<file path="src/rtl/dcpu_pkg.sv">
// Shared definitions for the DCPU run controller: ISA opcodes, host command codes, FSM states.
package dcpu_pkg;

  localparam logic [4:0] OP_NOP  = 5'b00000;
  localparam logic [4:0] OP_HALT = 5'b00001;
  localparam logic [4:0] OP_LD   = 5'b00010;
  localparam logic [4:0] OP_ST   = 5'b00011;
  localparam logic [4:0] OP_ADD  = 5'b00100;
  localparam logic [4:0] OP_SUB  = 5'b00101;
  localparam logic [4:0] OP_AND  = 5'b00110;
  localparam logic [4:0] OP_OR   = 5'b00111;
  localparam logic [4:0] OP_XOR  = 5'b01000;
  localparam logic [4:0] OP_SHL  = 5'b01001;
  localparam logic [4:0] OP_SHR  = 5'b01010;
  localparam logic [4:0] OP_CMP  = 5'b01011;
  localparam logic [4:0] OP_JMP  = 5'b01100;
  localparam logic [4:0] OP_JZ   = 5'b01101;
  localparam logic [4:0] OP_JNZ  = 5'b01110;
  localparam logic [4:0] OP_LDI  = 5'b10111;

  typedef enum logic [1:0] {
    CMD_WRITE = 2'b00,
    CMD_RUN   = 2'b01,
    CMD_STEP  = 2'b10,
    CMD_ABORT = 2'b11
  } cmd_e;

  typedef enum logic [2:0] {
    ST_IDLE  = 3'd0,
    ST_WRITE = 3'd1,
    ST_CRST  = 3'd2,
    ST_RUN   = 3'd3,
    ST_STEP  = 3'd4,
    ST_PAUSE = 3'd5,
    ST_DONE  = 3'd6,
    ST_FAULT = 3'd7
  } state_e;

endpackage

</file>
<file path="src/rtl/dcpu_cycle_counter.sv">
// Saturating count of core-enabled cycles with watchdog compare against TIMEOUT.
module dcpu_cycle_counter #(
  parameter logic [15:0] TIMEOUT = 16'hFFFF
) (
  input  logic        clk,
  input  logic        rst,
  input  logic        clr,
  input  logic        en,
  output logic [15:0] count,
  output logic        at_limit,
  output logic        reach_limit
);

  logic [15:0] count_q, count_d;
  logic        not_sat;

  assign not_sat = (count_q != 16'hFFFF);

  always_comb begin
    count_d = count_q;
    if (clr) begin
      count_d = 16'h0000;
    end else if (en && not_sat) begin
      count_d = count_q + 16'd1;
    end
  end

  always_ff @(posedge clk or posedge rst) begin
    if (rst) begin
      count_q <= 16'h0000;
    end else begin
      count_q <= count_d;
    end
  end

  assign count       = count_q;
  assign at_limit    = (count_q == TIMEOUT);
  // Lets the FSM leave RUN on the same edge the count lands on TIMEOUT.
  assign reach_limit = en && not_sat && ((count_q + 16'd1) == TIMEOUT);

endmodule

</file>
<file path="src/rtl/dcpu_run_ctrl.sv">
// Host-side run controller: loads instruction memory and sequences DCPU reset/run/step/abort.
//   state | meaning
//   IDLE  | waiting for a host command
//   WRITE | one-cycle instruction memory write
//   CRST  | core held in reset for two cycles
//   RUN   | core free-running under the watchdog
//   STEP  | core enabled for a single cycle
//   PAUSE | core stopped mid-program, resumable
//   DONE  | HALT retired
//   FAULT | watchdog expired
module dcpu_run_ctrl
  import dcpu_pkg::*;
#(
  parameter logic [15:0] TIMEOUT = 16'hFFFF
) (
  input  logic        CLK,
  input  logic        RST,
  input  logic        CmdValid,
  output logic        CmdReady,
  input  logic [1:0]  CmdOp,
  input  logic [7:0]  CmdAddr,
  input  logic [15:0] CmdData,
  output logic        IMemWE,
  output logic [7:0]  IMemAddr,
  output logic [15:0] IMemWData,
  input  logic [7:0]  CpuInstMemAddr,
  input  logic [15:0] Inst,
  output logic        CpuRST,
  output logic        CpuEN,
  output logic        CpuStart,
  output logic [2:0]  State,
  output logic [15:0] CycleCount,
  output logic        Done,
  output logic        Fault
);

  state_e      state_q, state_d;
  state_e      ret_q, ret_d;
  logic        crst_tail_q, crst_tail_d;
  logic        crst_step_q, crst_step_d;
  logic [7:0]  wr_addr_q, wr_addr_d;
  logic [15:0] wr_data_q, wr_data_d;
  logic        we_q, we_d;
  logic        en_q, en_d;
  logic        done_q, done_d;
  logic        fault_q, fault_d;

  cmd_e        cmd_op;
  logic        cmd_ready;
  logic        accept;
  logic        halt;
  logic        inst_unused;
  logic        at_limit;
  logic        reach_limit;
  logic        cnt_clr;

  assign cmd_op      = cmd_e'(CmdOp);
  assign halt        = (Inst[15:11] == OP_HALT);
  assign inst_unused = ^Inst[10:0];

  always_comb begin
    cmd_ready = 1'b0;
    case (state_q)
      ST_IDLE, ST_PAUSE, ST_DONE, ST_FAULT: cmd_ready = 1'b1;
      ST_RUN, ST_STEP, ST_CRST:             cmd_ready = (cmd_op == CMD_ABORT);
      default:                              cmd_ready = 1'b0;
    endcase
    if (RST) begin
      cmd_ready = 1'b0;
    end
  end

  assign accept = CmdValid && cmd_ready;

  always_comb begin
    state_d     = state_q;
    ret_d       = ret_q;
    crst_tail_d = crst_tail_q;
    crst_step_d = crst_step_q;
    wr_addr_d   = wr_addr_q;
    wr_data_d   = wr_data_q;
    if (accept && (cmd_op == CMD_ABORT)) begin
      state_d = ST_IDLE;
    end else begin
      case (state_q)
        ST_IDLE, ST_PAUSE, ST_DONE, ST_FAULT: begin
          if (accept) begin
            case (cmd_op)
              CMD_WRITE: begin
                state_d   = ST_WRITE;
                ret_d     = state_q;
                wr_addr_d = CmdAddr;
                wr_data_d = CmdData;
              end
              CMD_RUN, CMD_STEP: begin
                // Resuming from PAUSE must not reset the core.
                if (state_q == ST_PAUSE) begin
                  state_d = (cmd_op == CMD_RUN) ? ST_RUN : ST_STEP;
                end else begin
                  state_d     = ST_CRST;
                  crst_tail_d = 1'b0;
                  crst_step_d = (cmd_op == CMD_STEP);
                end
              end
              default: state_d = state_q;
            endcase
          end
        end
        ST_WRITE: state_d = ret_q;
        ST_CRST: begin
          if (crst_tail_q) begin
            state_d = crst_step_q ? ST_STEP : ST_RUN;
          end else begin
            crst_tail_d = 1'b1;
          end
        end
        ST_RUN: begin
          if (halt) begin
            state_d = ST_DONE;
          end else if (at_limit || reach_limit) begin
            state_d = ST_FAULT;
          end
        end
        ST_STEP: state_d = halt ? ST_DONE : ST_PAUSE;
        default: state_d = ST_IDLE;
      endcase
    end
  end

  always_comb begin
    we_d    = (state_d == ST_WRITE);
    en_d    = (state_d == ST_RUN) || (state_d == ST_STEP);
    done_d  = done_q;
    fault_d = fault_q;
    if (state_d == ST_CRST) begin
      done_d  = 1'b0;
      fault_d = 1'b0;
    end else begin
      if (state_d == ST_DONE)  done_d  = 1'b1;
      if (state_d == ST_FAULT) fault_d = 1'b1;
    end
  end

  always_ff @(posedge CLK or posedge RST) begin
    if (RST) begin
      state_q     <= ST_IDLE;
      ret_q       <= ST_IDLE;
      crst_tail_q <= 1'b0;
      crst_step_q <= 1'b0;
      wr_addr_q   <= 8'h00;
      wr_data_q   <= 16'h0000;
      we_q        <= 1'b0;
      en_q        <= 1'b0;
      done_q      <= 1'b0;
      fault_q     <= 1'b0;
    end else begin
      state_q     <= state_d;
      ret_q       <= ret_d;
      crst_tail_q <= crst_tail_d;
      crst_step_q <= crst_step_d;
      wr_addr_q   <= wr_addr_d;
      wr_data_q   <= wr_data_d;
      we_q        <= we_d;
      en_q        <= en_d;
      done_q      <= done_d;
      fault_q     <= fault_d;
    end
  end

  assign cnt_clr = (state_d == ST_CRST);

  dcpu_cycle_counter #(.TIMEOUT(TIMEOUT)) u_cycle_counter (
    .clk         (CLK),
    .rst         (RST),
    .clr         (cnt_clr),
    .en          (en_q),
    .count       (CycleCount),
    .at_limit    (at_limit),
    .reach_limit (reach_limit)
  );

  assign CmdReady  = cmd_ready;
  assign CpuRST    = RST || (state_q == ST_CRST);
  assign CpuEN     = en_q;
  assign CpuStart  = en_q;
  assign IMemWE    = we_q;
  assign IMemAddr  = (state_q == ST_WRITE) ? wr_addr_q : CpuInstMemAddr;
  assign IMemWData = wr_data_q;
  assign State     = state_q;
  assign Done      = done_q;
  assign Fault     = fault_q;

endmodule

</file>
<file path="config.mk">
export PLATFORM = sky130hd
export DESIGN_NAME = dcpu_run_ctrl
export DESIGN_NICKNAME = d
export VERILOG_FILES = /design/src/rtl/dcpu_pkg.sv /design/src/rtl/dcpu_cycle_counter.sv /design/src/rtl/dcpu_run_ctrl.sv
export SDC_FILE = /design/constraint.sdc
export NUM_CORES = 1
export LEC_CHECK = 0
export CAP_MARGIN = 20
export CORE_AREA = 5 5 87 89
export DETAILED_ROUTE_END_ITERATION = 16
export DIE_AREA = 0 0 92 94
export PLACE_DENSITY = 0.84
export SLEW_MARGIN = 20
export SYNTH_ARGS = -nofsm -noshare
export SYNTH_HDL_FRONTEND = slang
export SYNTH_HIERARCHICAL = 1
export SYNTH_SLANG_ARGS = --single-unit
export TNS_END_PERCENT = 10
</file>
<file path="constraint.sdc">
create_clock -name CLK -period 10.15 [get_ports CLK]
set_input_delay 1.5225 -clock CLK [delete_from_list [all_inputs] [get_ports CLK]]
set_output_delay 1.5225 -clock CLK [all_outputs]
set_load 0.005 [all_outputs]
</file>
==> results.yml <==
cts:
  clk_pin_slew_ps: 110
  insertion_delay_ps: 310
  cts_tree: "yes"
  hold_buffers: 0
  cts_buffers: 5
  cts.repair.resized: 0
  clockRootBuffer: "clkbuf_8"
  clock_sinks: 52
  clockBufferDepth: 2
  post_cts_buffers: 0
  cts_max_level: 2
sta:
  grt_setup_unrepaired: "false"
  drv_slew: 0
  min_period_over_period_pct: 47.5
  tns_ps: 0
  finalHoldViolations: 0
  tightest_slew_ps: 729
  fin_skew_ps: 10.6
  relSlewSlack_pct: 51.4
  setup_ws_ps: 5320
  min_period_ps: 4830
  max_freq_mhz: 207
  setup_viol: 0
min_path:
  hold_class: "flop to flop"
  hold_depth: 1
  min-delay-start: "IMemWData[6]"
  min_to: "IMemWData[6]"
floorplanning:
  coreArea_mm2: 0.00668
  die-area_mm2: 0.00865
  die_width_um: 92
  die_h_um: 94
  io-pin-count: 103
  start_util_pct: 49.2
  num_rows: 30
synth:
  async_reset_ff_share_pct: 100
  synth_edf_count: 0
  syn_avg_cell_area_um2: 10.6
  synth-seq-area-share_pct: 39.6
  ys_seq_elements: 52
  syn_inst: 309
  synth-warning-count: 6
  synth_cell_types: 74
  synth_area_mm2: 0.00328
  synth_nets: 369
  synthFlopType: "dfrtp_1"
routing:
  met3WireLength_um: 742
  dr.first_iter.drc_count: 141
  viasPerCell: 5.87
  vias: 2751
  drcViolationCount: 0
  maxUsedRoutingLayer: "met4"
  firstDrtPassIters: 5
  wl_per_cell_um: 16.8
  met1Wirelength_um: 3180
  dr_wl_met2_um: 3920
  wl_um: 7890
  ant_nets: 0
global_routing:
  grt_overflow: 0
  grt_pass1_vias: 2839
  track_usage_pct: 18.7
  grt_max_degree: 37
  antenna_found_initial: 0
  grt_pass1_wl_um: 13300
worst_setup_path:
  arrival_ps: 3300
  r2r_slack_ps: 6270
  reg2reg_from: "u_cycle_counter/count[1]"
  reg2reg_depth: 15
  crit_required_ps: 8630
  critPathMaxFanout: 4
  startpoint_type: "input port"
  crit_path_end_kind: "output port"
  crit_chain: "clkdlybuf4s50_1 -> ha_1 -> nor2_1 -> or3_1 -> a21oi_1 -> clkdlybuf4s50_1"
  worst_path_largest_cell_delay_ps: 530
  crit_slowest_cell: "clkdlybuf4s50_1"
  worst_path_most_repeated_cell: "clkdlybuf4s50_1"
  crit_type: "input port to output port"
  r2r_end: "u_cycle_counter/count[2]"
placement:
  dp_slack_ps: 5310
  io_buffers: 91
  routabilityCongestion: 0.880
  place_hpwl_um: 5670
  dp.cells: 461
run:
  cap_viol_max_count: 0
final_layout:
  fill_cells: 556
  drive_above_1_share_pct: 17.7
  area_growth_pct: 30.1
  ff_latch_area_mm2: 0.00130
  n_antenna_cell: 0
  multi_input_area_mm2: 0.00179
  fin_cells: 469
  nNetsFinal: 448
power_and_ir_drop:
  leakagePower_uw: 0.00171
  ir_drop_mv: 0.139
  powerDensity_mw_per_mm2: 232
  p_total_uw: 990
outcome:
  status: "completed"
[cell families (layout without fill, tap and decap cells)]
logic type | count (synthesis) | in the layout | synth area share, %
compound gates | 62 | 62 | 15.5
flops | 52 | 52 | 39.6
fa+ha+maj | 7 | 7 | 2.67
mux | 49 | 49 | 16.8
buf+inv | 34 | 114 | 5.75
simple gates | 105 | 105 | 19.7
[through the flow]
stage | util (%) | hold slack [ps] | cell area [µm²]
2_1_floorplan | - | 452 | 3280
3_3_place_gp | 62.5 | 461 | 4180
3_5_place_dp | 62.5 | 474 | 4180
4_1_cts | 64.0 | 498 | 4270
5_1_grt | 64.0 | 519 | 4270
6_report | 64.0 | 495 | 4270
[critical path: cells and delay by family]
kind / cells / cell delay (ps)
AOI/OAI and AO/OA: 1 / 140
adders and majority gates: 1 / 230
and+or+nand+nor: 2 / 360
buffers and inverters: 2 / 1050
[power breakdown]
part / switching, µW / internal, µW / leakage (µW) / total (µW)
logic: 195 / 282 / 0.000999 / 477
clock network: 75.5 / 50.8 / 0.0000463 / 126
registers: 102 / 285 / 0.000663 / 387
total: 372 / 618 / 0.00171 / 990
[flip-flops by register name, indices dropped and copies added (netlist names), 3 cells and up]
| name | count |
|---|---|
| IMemWData | 16 |
| State | 3 |
| ret_q | 3 |
| u_cycle_counter/count | 16 |
| wr_addr_q | 8 |
[layout by cell type, fill, tap and decap left out, drive strengths merged, types with 3 or more instances in the layout]
cell | synthesis | routed
nor3b | 6 | 6
a211oi | 3 | 3
clkbuf | 5 | 5
a21boi | 3 | 3
nand4 | 9 | 9
dfrtp | 52 | 52
o211ai | 5 | 5
nand2b | 5 | 5
o21ai | 7 | 7
nor2 | 22 | 22
nand2 | 12 | 12
nand3 | 10 | 10
clkdlybuf4s50 | 0 | 91
a21oi | 14 | 14
buf | 18 | 4
nor3 | 6 | 6
and4 | 3 | 3
a31oi | 4 | 4
inv | 11 | 12
nor2b | 12 | 12
mux2 | 48 | 48
and2 | 4 | 4
ha | 7 | 7
[area by class of cell]
cell class                      count  area share (%)
Clock buffer                        5            1.61
Clock inverter                      3           0.644
Inverter                           11           0.966
Multi-Input combinational cell    223            42.0
Sequential cell                    52            30.4
Tap cell                           80            2.34
Timing Repair Buffer               95            22.0
[metal layers]
layer,vias up,GRT usage (%)
met1,1328,22.7
met5,-,0
li1,1302,-
met4,0,2.97
met3,6,6.65
met2,115,32.6
[Yosys cell counts (6+ instances only)]
cell type | count | share of area, %
mux2_2 | 35 | 12
nand3_1 | 9 | 1.4
mux2_1 | 13 | 4.5
a21oi_1 | 13 | 2.0
buf_2 | 6 | 0.91
o21ai_0 | 6 | 0.91
nor2b_1 | 12 | 2.3
nand2_1 | 11 | 1.3
ha_1 | 7 | 2.7
nand4_1 | 9 | 1.7
nor2_1 | 21 | 2.4
dfrtp_1 | 52 | 40
inv_1 | 11 | 1.3
buf_4 | 8 | 1.8
[worst max path at each step]
stage,cells past startpoint,end,slack (ps),from
floorplan,2,CpuRST,6070,RST
global placement,6,CmdReady,5320,CmdOp[0]
detailed placement,6,CmdReady,5310,CmdOp[0]
CTS,6,CmdReady,5310,CmdOp[0]
global route,6,CmdReady,5190,CmdOp[0]
finish,6,CmdReady,5320,CmdOp[0]
No activity file was read; power rests on OpenSTA's default activity.
==> RTL edit (config.mk and constraints unchanged) <==
Register the output `CycleCount`, with the module's reset; this adds one clock of latency there. The other outputs are not delayed to match.
--- a/src/rtl/dcpu_run_ctrl.sv
+++ b/src/rtl/dcpu_run_ctrl.sv
@@ -33,6 +33,8 @@
   output logic        Done,
   output logic        Fault
 );
+
+  logic [15:0] CycleCount_d;
 
   state_e      state_q, state_d;
   state_e      ret_q, ret_d;
@@ -174,7 +176,7 @@
     .rst         (RST),
     .clr         (cnt_clr),
     .en          (en_q),
-    .count       (CycleCount),
+    .count       (CycleCount_d),
     .at_limit    (at_limit),
     .reach_limit (reach_limit)
   );
@@ -190,5 +192,13 @@
   assign Done      = done_q;
   assign Fault     = fault_q;
 
+  always_ff @(posedge CLK or posedge RST) begin
+    if (RST) begin
+      CycleCount <= '0;
+    end else begin
+      CycleCount <= CycleCount_d;
+    end
+  end
+
 endmodule
 
Formal check against the unedited RTL: not equivalent (Yosys sat finds a counterexample within 10 cycles, from zero or initial values and one cycle with RST high).
==> RTL edit against the original RTL <==
  * Sequential power up 15%
  * Routed wire length rose by 13%
  * Largest power group is now sequential cells
  * Critical path type unchanged
  * Worst hold slack worse by 0.030 ns
  * Area after synthesis up 9.6%
  * Utilization is 6.6 points higher
  * Setup slack got worse by 0.50 ns
  * Power grew 18%
  * Sequential cell count is 16 higher
  * Sequential share of layout area is 5.6 points higher
  * Final area grew 10%
==> RTL edit: results (changes against the original RTL) <==
sequential area share after synthesis=47.3% (+7.7 points); via/cell ratio=5.97 (+1.8%); area taken by multi-input logic gates=0.00171 mm² (-4.9%); layout cells sized above 1=20.1% (+2.4 points); pre-CTS setup slack=4.88 ns (-0.424 ns); CLK BUF=12 (+7); placed cells=471 (+2.2%); status=completed; fill count=471 (-15%); GRT Overall Usage=21.4% (+2.7 points); Mapped Nets=384 (+4.1%); Synth area leaders=dfrtp_1 47%, mux2_2 14%, ha_1 2.4%; Register Area=0.00170 mm² (+31%); Cell Area, Placed=0.00447 mm² (+6.9%); vias in the first global route=2,879 (+1.4%); CP peak stage delay=0.76 ns (+0.23 ns); Worst VDD drop=0.000126 V (-9.5%); Seq cells=68 (+31%); Plain + repair buffers=91 (-4.2%); Finished Layout Cells=487 (+3.8%); Power Dens Cells=247 mW/mm² (+6.7%); multi-input gates=220 (-1.3%); worst slew pin tran=1.08 ns (+0.346 ns); number of H-tree levels=3 (+1); RD Place Congestion=0.909 (+3.2%); largest net degree at the start of global routing=54 (+46%); Logic inverters=12 (+1); Final clock-cell share=5.31% (+3.1 points); first-pass GRT wire length=14.6 mm (+9.9%); post-DR wirelength/cell=18.4 µm (+9.3%); clock edge transition at the registers on the reported setup and hold paths=0.07 ns (-0.04 ns); first drt pass iteration count=4 (-1); fin nets=462 (+3.1%); Avg Cell Area, Syn=11.1 µm² (+4.5%)
==> RTL edit: cell count changes in the layout (fill, tap and decap cells not counted), moves of 3 or more <==
cell	before	now
nor3_1	4	7
bufinv_16	0	3
o21ai_0	6	11
nand3_1	9	12
clkinv_2	0	3
mux2_1	13	1
mux2_2	35	46
dfrtp_1	52	68
clkbuf_8	5	11
buf_4	4	0
o211ai_1	5	1
==> RTL edit: logic make-up (layout without fill, tap and decap cells) <==
| family | Yosys count | after routing | synth area share, % |
|---|---|---|---|
| mux | 47 | 47 | 14.7 |
| buf+inv | 36 | 119 | 5.35 |
| simple gates | 106 | 106 | 17.7 |
| flops | 68 | 68 | 47.3 |
| compound gates | 60 | 60 | 12.5 |
| fa+ha+maj | 7 | 7 | 2.43 |
==> RTL edit: per-layer routing <==
metal  GRT usage, %  wire [µm]  vias up
met3           5.21        516       15
met5              0          0        -
met4           6.19        136        0
li1               -          -     1331
met1           25.8       3500     1447
met2           37.9       4800      116
==> RTL edit: final timing paths <==
check | startpoint | endpoint | slack [ns] | cells past startpoint
worst max-delay path | RST | CpuRST | 4.82 | 4
worst min-delay path | u_cycle_counter/count[14] | CycleCount[14] | 0.46 | 0
worst max register to register | u_cycle_counter/count[1] | u_cycle_counter/count[2] | 5.78 | 15
worst min register to register | u_cycle_counter/count[14] | CycleCount[14] | 0.46 | 0
max in group asynchronous | RST | CycleCount[0] | 7.77 | 2
min in group asynchronous | RST | u_cycle_counter/count[11] | 1.82 | 2
==> RTL edit: power by group <==
| group | total, mW | switching, mW | leakage, nW | internal (mW) |
|---|---|---|---|---|
| clock network | 0.281 | 0.105 | 0.127 | 0.177 |
| logic | 0.439 | 0.186 | 0.955 | 0.253 |
| registers | 0.445 | 0.0892 | 0.876 | 0.356 |
